### src/rtl/reg_share_arbiter_pkg.sv
// Shared definitions for the round-robin shared-register write arbiter:
// FSM state encoding and the one-hot grant helper.
package reg_share_arbiter_pkg;

  // Widest requester vector the one-hot helper can produce.
  localparam int unsigned MAX_NREQ = 32;

  typedef enum logic [1:0] {
    S_IDLE = 2'd0,
    S_LOAD = 2'd1,
    S_DONE = 2'd2
  } state_t;

  function automatic logic [MAX_NREQ-1:0] onehot(input int unsigned idx);
    logic [MAX_NREQ-1:0] one;
    one = {{(MAX_NREQ-1){1'b0}}, 1'b1};
    return one << idx;
  endfunction

endpackage

### src/rtl/reg_share_arbiter_rr_pick.sv
// Combinational round-robin selector: first set req bit scanning upward
// from last+1, wrapping modulo NREQ.
module rr_pick #(
  parameter int NREQ = 4,
  parameter int IDW  = $clog2(NREQ)
) (
  input  logic [NREQ-1:0] req,
  input  logic [IDW-1:0]  last,
  output logic [IDW-1:0]  winner,
  output logic            any_req
);

  logic [IDW-1:0] idx;
  logic           found;

  // NOTE: every variable driven here gets a default first so no path leaves
  // it unassigned; otherwise synthesis infers a latch.
  always_comb begin
    winner = '0;
    found  = 1'b0;
    idx    = '0;
    // Offset 1..NREQ visits last itself only after all other requesters.
    for (int i = 1; i <= NREQ; i++) begin
      idx = IDW'((int'(last) + i) % NREQ);
      if (!found && req[idx]) begin
        found  = 1'b1;
        winner = idx;
      end
    end
  end

  assign any_req = |req;

endmodule

### src/rtl/reg_share_arbiter.sv
// Shares one WIDTH-bit register between NREQ requesters using a round-robin
// req/gnt/ack handshake; one write per three-cycle IDLE/LOAD/DONE pass.
module reg_share_arbiter
  import reg_share_arbiter_pkg::*;
#(
  parameter int WIDTH = 8,
  parameter int NREQ  = 4,
  parameter int IDW   = $clog2(NREQ)
) (
  input  logic                  clk,
  input  logic                  rst_n,
  input  logic [NREQ-1:0]       req,
  input  logic [NREQ*WIDTH-1:0] wdata,
  output logic [NREQ-1:0]       gnt,
  output logic                  ack,
  output logic [IDW-1:0]        owner,
  output logic                  busy,
  output logic [WIDTH-1:0]      data_out
);

  state_t           state_q, state_d;
  logic [NREQ-1:0]  gnt_q, gnt_d;
  logic             ack_q, ack_d;
  logic [IDW-1:0]   owner_q, owner_d;
  logic [IDW-1:0]   last_q, last_d;
  logic             busy_q, busy_d;
  logic [WIDTH-1:0] data_q, data_d;

  logic [IDW-1:0]   winner;
  logic             any_req;

  rr_pick #(
    .NREQ (NREQ),
    .IDW  (IDW)
  ) u_rr_pick (
    .req     (req),
    .last    (last_q),
    .winner  (winner),
    .any_req (any_req)
  );

  always_comb begin
    state_d = state_q;
    gnt_d   = gnt_q;
    ack_d   = 1'b0;
    owner_d = owner_q;
    last_d  = last_q;
    data_d  = data_q;

    unique case (state_q)
      S_IDLE: begin
        if (any_req) begin
          owner_d = winner;
          gnt_d   = NREQ'(onehot(32'(winner)));
          state_d = S_LOAD;
        end else begin
          gnt_d = '0;
        end
      end
      S_LOAD: begin
        // A requester that withdrew before commit aborts without moving the
        // round-robin pointer, so its turn is not consumed.
        if (req[owner_q]) begin
          data_d  = wdata[int'(owner_q)*WIDTH +: WIDTH];
          last_d  = owner_q;
          ack_d   = 1'b1;
          state_d = S_DONE;
        end else begin
          gnt_d   = '0;
          state_d = S_IDLE;
        end
      end
      S_DONE: begin
        gnt_d   = '0;
        state_d = S_IDLE;
      end
      default: begin
        gnt_d   = '0;
        state_d = S_IDLE;
      end
    endcase

    busy_d = (state_d != S_IDLE);
  end

  // NOTE: state registers use non-blocking assignment so every flop samples
  // the pre-edge values; blocking here would create order-dependent races.
  // The shared data word is a single register, so it is reset alongside the
  // control state rather than left uninitialised like a memory array.
  always_ff @(posedge clk or negedge rst_n) begin
    if (!rst_n) begin
      state_q <= S_IDLE;
      gnt_q   <= '0;
      ack_q   <= 1'b0;
      owner_q <= '0;
      last_q  <= IDW'(NREQ - 1);
      busy_q  <= 1'b0;
      data_q  <= '0;
    end else begin
      state_q <= state_d;
      gnt_q   <= gnt_d;
      ack_q   <= ack_d;
      owner_q <= owner_d;
      last_q  <= last_d;
      busy_q  <= busy_d;
      data_q  <= data_d;
    end
  end

  assign gnt      = gnt_q;
  assign ack      = ack_q;
  assign owner    = owner_q;
  assign busy     = busy_q;
  assign data_out = data_q;

endmodule
### config.mk
export PLATFORM = sky130hd
export DESIGN_NAME = reg_share_arbiter
export DESIGN_NICKNAME = d
export VERILOG_FILES = /design/src/rtl/reg_share_arbiter_pkg.sv /design/src/rtl/reg_share_arbiter_rr_pick.sv /design/src/rtl/reg_share_arbiter.sv
export SDC_FILE = /design/constraint.sdc
export NUM_CORES = 1
export LEC_CHECK = 0
export CAP_MARGIN = 20
export CORE_MARGIN = 4
export CORE_UTILIZATION = 39
export DETAILED_ROUTE_END_ITERATION = 16
export PLACE_DENSITY = 0.79
export SYNTH_ARGS = -nofsm -noshare
export SYNTH_HDL_FRONTEND = slang
export SYNTH_SLANG_ARGS = --single-unit
### constraint.sdc
create_clock -name clk -period 2.16 [get_ports clk]
set_input_delay 0.54 -clock clk [delete_from_list [all_inputs] [get_ports clk]]
set_output_delay 0.54 -clock clk [all_outputs]
set_load 0.1 [all_outputs]
After elaboration in Yosys (flattened, before gate mapping)
Cells that the tools add are included.
W data, S select, Z words.
Cells by class
  add/subtract/negate cells: 4
  multiply operators: 0
  divide/modulo/power cells: 0
  $lt $le $gt $ge: 5
  equal/unequal tests: 2
  shift-type cells: 2
  multiplexer cells: 25
  bitwise gates (word level): 0
  reductions and logical operators: 11
Operators by type and width (count)
  $shiftx A32 B6 Y8: 1
  $lt A2 B3 Y1 const B: 5
  $mux W2: 6
  $bmux W1 S2: 5
  $mux W1: 10
  $mux W4: 2
  $pmux W4 S2: 1
  $add A2 B1 Y2 const B: 2
  $add A2 B2 Y2 const B: 2
  $pmux W2 S2: 1
  $reduce_and A2 Y1: 2
  $reduce_or A4 Y1: 1
  $shl A1 B2 Y4 const A: 1
  $logic_and A1 B1 Y1: 3
  $logic_not A1 Y1: 3
  $eq A2 B1 Y1 const B: 1
  $logic_not A2 Y1: 1
  $ne A2 B2 Y1 const B: 1
  $reduce_bool A2 Y1: 1
Word-level totals
  flip-flop bits (word level): 20
  bits in latches: 0
  bits in writable memories: 0
  bits in read-only memories: 0
  output and inout port bits: 16
  logic and storage cells: 56
  memories: 0

Logic depth before layout (Yosys ltp)
  depth after elaboration: 16
  mapped depth: 6

By module
Synthesis repeated with hierarchy kept, for this count alone.
Second synthesis, totals
  cells, all modules: 72
  area, all modules: 1069.8 µm²
By module, submodules not included
  reg_share_arbiter: times used 1, cells each 58, area an instance 988.4 µm²
  rr_pick: times used 1, cells each 14, area an instance 81.3 µm²

Least setup slack after synthesis
Ideal clock, no wire load.
  path kind: register to register
  start point: register owner_q[0] (netlist: owner[0])
  end point: register data_q[2] (netlist: data_out[2])
  setup time: 0.126 ns
  arrival: 2.139 ns
  required time: 2.034 ns
  slack: -0.106 ns
  cell stages (with the launch flop): 4
  buffers on the path: 1
  clock period less this slack: 2.266 ns
  cell sequence: dfrtp_1 > buf_2 > mux4_2 > mux2_4
On the way
  word-level cells in the longest chain between the ends: 3
  elaborated cells on any way between the ends: 4
  those cells by class: shift (1); mux (2); reduce/logical (1)
Ends and longest elaborated chain
  start: declaration: line reg_share_arbiter.sv:24  | logic [IDW-1:0] owner_q, owner_d;
  start signal: assignment: line reg_share_arbiter.sv:103  | owner_q <= owner_d;
  branches (longest 3 deep; another with $shiftx A32 B6 Y8)
  end signal: assignment: line reg_share_arbiter.sv:106  | data_q <= data_d;
  end: declaration: line reg_share_arbiter.sv:27  | logic [WIDTH-1:0] data_q, data_d;
Parallel ways; which one is timed is not known. The select of a mux whose other input is x is not followed.
A chain may end at the register's enable or synchronous reset.

Worst setup path after layout
  start point: input port req[0]
  end point: register data_q[1] (netlist: data_out[1])
On the way
  word-level cells in the longest chain between the ends: 3
Ends and longest elaborated chain
  start: declaration: line reg_share_arbiter.sv:12  | input logic [NREQ-1:0] req,
  $bmux W1 S2: line reg_share_arbiter.sv:63  | if (req[owner_q]) begin
  $mux W1 (not written as such): line reg_share_arbiter.sv:63
  $reduce_and A2 Y1 (no line)
No other way between the ends. The select of a mux whose other input is x is not followed.

==> results.sh <==
export IMPL_ff_latch_area_um2=504
export IMPL_synth_nets=111
export IMPL_multi_input_area_um2=512
export IMPL_antenna_left=0
export IMPL_endpoint_kind="register"
export IMPL_status="finished, final reports clean"
export IMPL_synth_common_cells="dfrtp_1, mux4_2, mux2_4"
export IMPL_hold_path_class="reg -> reg"
export IMPL_yosys_area_top_type="dfrtp_1"
export IMPL_via_per_inst=5.21
export IMPL_netlist_instances=73
export IMPL_reg2reg_depth=5
export IMPL_cts_buffer_depth=2
export IMPL_portBuffers=53
export IMPL_slew_headroom_pct=70.6
export IMPL_die_area_um2=3590
export IMPL_reg2reg_from="owner[0]$_DFFE_PN0P_"
export IMPL_synth_cell_type_count=26
export IMPL_crit_type="in -> reg"
export IMPL_fin_nets=173
export IMPL_ys_ff_latch=20
export IMPL_dp_hpwl_um=2060
export IMPL_fin_setup_tns_ns=0
export IMPL_synth_top_flop_cell="dfrtp_1"
export IMPL_setup_viol=0
export IMPL_ioPinCount=54
export IMPL_place_gp_congestion=0.802
export IMPL_drt_iter0_markers=19
export IMPL_cp_max_fo=12
export IMPL_first_global_vias=963
export IMPL_drtPass1Iterations=4
export IMPL_grt_usage_pct=15.7
export IMPL_skew_ns=0.0140
export IMPL_drive_above_1_share_pct=38.1
export IMPL_grt_max_degree=21
export IMPL_post_cts_buffers=0
export IMPL_gr_total_overflow=0
export IMPL_synth_edf_count=0
export IMPL_fin_crit_ns=1.86
export IMPL_cap_violations=0
export IMPL_netlist_area_um2=1050
export IMPL_num_vias=855
export IMPL_fin_crit_sh_pct=86.0
export IMPL_yosys_cell_count_top_type="dfrtp_1"
export IMPL_fillers=200
export IMPL_cts_htree_levels=1
export IMPL_rsz0062_at_grt="false"
export IMPL_floorplan_rows=18
export IMPL_die_y_um=59.9
export IMPL_avgSynthCellArea_um2=14.4
export IMPL_slew_viol_final=0
export IMPL_cts_buffers=3
export IMPL_slowest_delay_ns=0.48
export IMPL_avgRoutedWirePerCell_um=15.3
export IMPL_seq_area_frac_synth_pct=47.9
export IMPL_hold_violations=0
export IMPL_r2r_slack_ns=0.40
export IMPL_initial_core_util_pct=41.6
export IMPL_required_ns=2.35
export IMPL_crit_arrival_ns=2.04
export IMPL_cts_hold_buffers=0
export IMPL_synthTopCellsByArea="dfrtp_1, mux4_2, mux2_4, mux2_2, dfstp_2"
export IMPL_netlist_area_leader_share_pct=42.9
export IMPL_drcViolationCount=0
export IMPL_ctsResizeCount=0
export IMPL_crit_path_top_delay_cell="clkdlybuf4s50_1"
export IMPL_root_buffer="clkbuf_4"
export IMPL_clk_pin_slew_ns=0.10
export IMPL_grt_pass1_wl_um=4110
export IMPL_die_x_um=59.9
export IMPL_diodes=0
export IMPL_start_kind="input port"
export IMPL_clock_latency_ns=0.30
export IMPL_area_delta_synth_final_pct=60.9
export IMPL_core_area_um2=2520
export IMPL_hp_start="gnt[2]$_DFFE_PN0N_"
export IMPL_cts_sinks=20
export IMPL_cts_tree="built"
export IMPL_worstMarginPinSlew_ns=0.441
export IMPL_hold_path_cell_count=1
export IMPL_yosysWarnings=0
export IMPL_grt_antenna_before_repair=0
export IMPL_holdPathEnd="gnt[2]$_DFFE_PN0N_"
export IMPL_rr_endpoint="data_out[1]$_DFFE_PN0P_"
export IMPL_fmax_ghz=0.538
export IMPL_worstPathCellList="clkdlybuf4s50_1 -> nor2b_1 -> a211o_1 -> nand4b_2 -> inv_2 -> mux2_2"
export IMPL_routed_wl_um=2510
export IMPL_async_flop_share_pct=100
[cell usage in the layout, fill, tap and decap left out]
| cell | count |
|---|---|
| nand2b_1 | 3 |
| a211o_1 | 2 |
| nand2_1 | 5 |
| bufinv_16 | 1 |
| buf_12 | 2 |
| a32o_1 | 1 |
| a21o_1 | 1 |
| nand4b_2 | 1 |
| nor2_1 | 3 |
| mux2_4 | 6 |
| a22o_1 | 1 |
| o221ai_1 | 1 |
| a31oi_1 | 1 |
| clkdlybuf4s50_1 | 37 |
| buf_4 | 21 |
| mux2_2 | 5 |
| o2bb2ai_1 | 1 |
| a21oi_1 | 1 |
| mux4_2 | 8 |
| dfstp_2 | 2 |
| dfrtp_2 | 1 |
| nand3b_1 | 1 |
| nor2b_1 | 2 |
| inv_2 | 1 |
| o32ai_1 | 1 |
| inv_1 | 3 |
| mux2i_1 | 2 |
| clkbuf_4 | 3 |
| dfrtp_1 | 17 |
[per-stage QoR]
step                area (µm²)  instances  utilization [%]  hold slack, ns  setup WS [ns]
floorplan                 1050         73                -           0.244          0.127
global placement          1640        160             64.9           0.480         0.0471
detailed placement        1640        160             64.9           0.476        -0.0185
CTS                       1690        164             67.0           0.511          0.310
global route              1690        164             67.0           0.532          0.193
finish                    1690        164             67.0           0.511          0.303
[how the worst max path moves through the flow]
stage / from / to / slack (ns)
after floorplan: owner[1]$_DFFE_PN0P_ / data_out[2]$_DFFE_PN0P_ / 0.13
after global placement: req[0] / data_out[1]$_DFFE_PN0P_ / 0.05
after detailed placement: req[0] / data_out[0]$_DFFE_PN0P_ / -0.02
after CTS: req[0] / data_out[1]$_DFFE_PN0P_ / 0.31
after global routing: req[0] / data_out[1]$_DFFE_PN0P_ / 0.19
final: req[0] / data_out[1]$_DFFE_PN0P_ / 0.30
[per-layer routing]
| metal | track usage (%) | vias up | share of wire [%] |
|---|---|---|---|
| met3 | 6.48 | 2 | 10 |
| met2 | 26.7 | 42 | 50 |
| li1 | - | 398 | - |
| met1 | 17.3 | 413 | 39 |
| met5 | 0 | - | 0 |
| met4 | 5.70 | 0 | 0.80 |
[critical path: cells and delay by family]
| kind | cells | cell delay, ns |
|---|---|---|
| buf+inv | 2 | 0.73 |
| mux | 1 | 0.37 |
| simple gates | 2 | 0.26 |
| compound gates | 1 | 0.13 |
[logic make-up (layout without fill, tap and decap cells)]
| family | count (synthesis) | after routing | synth area share, % |
|---|---|---|---|
| simple gates | 15 | 15 | 7.99 |
| mux | 21 | 21 | 33.0 |
| compound gates | 10 | 10 | 7.75 |
| buf+inv | 7 | 68 | 3.34 |
| flops | 20 | 20 | 47.9 |
[flip-flops by register name, summed over array words and instances (netlist names)]
register / cells
owner: 2
ack: 1
busy: 1
data_out: 8
state_q: 2
last_q: 2
gnt: 4
[cell type report]
type	count	share of cell area (%)
clock buffer	3	1.33
inverter	4	0.889
multi-input combinational	46	30.3
timing repair buffer	60	33.6
sequential	20	29.9
clock inverter	1	1.78
tap	30	2.22
Power is not shown: default switching activity piles up to over one toggle a cycle in this logic, so the estimate is an artifact.
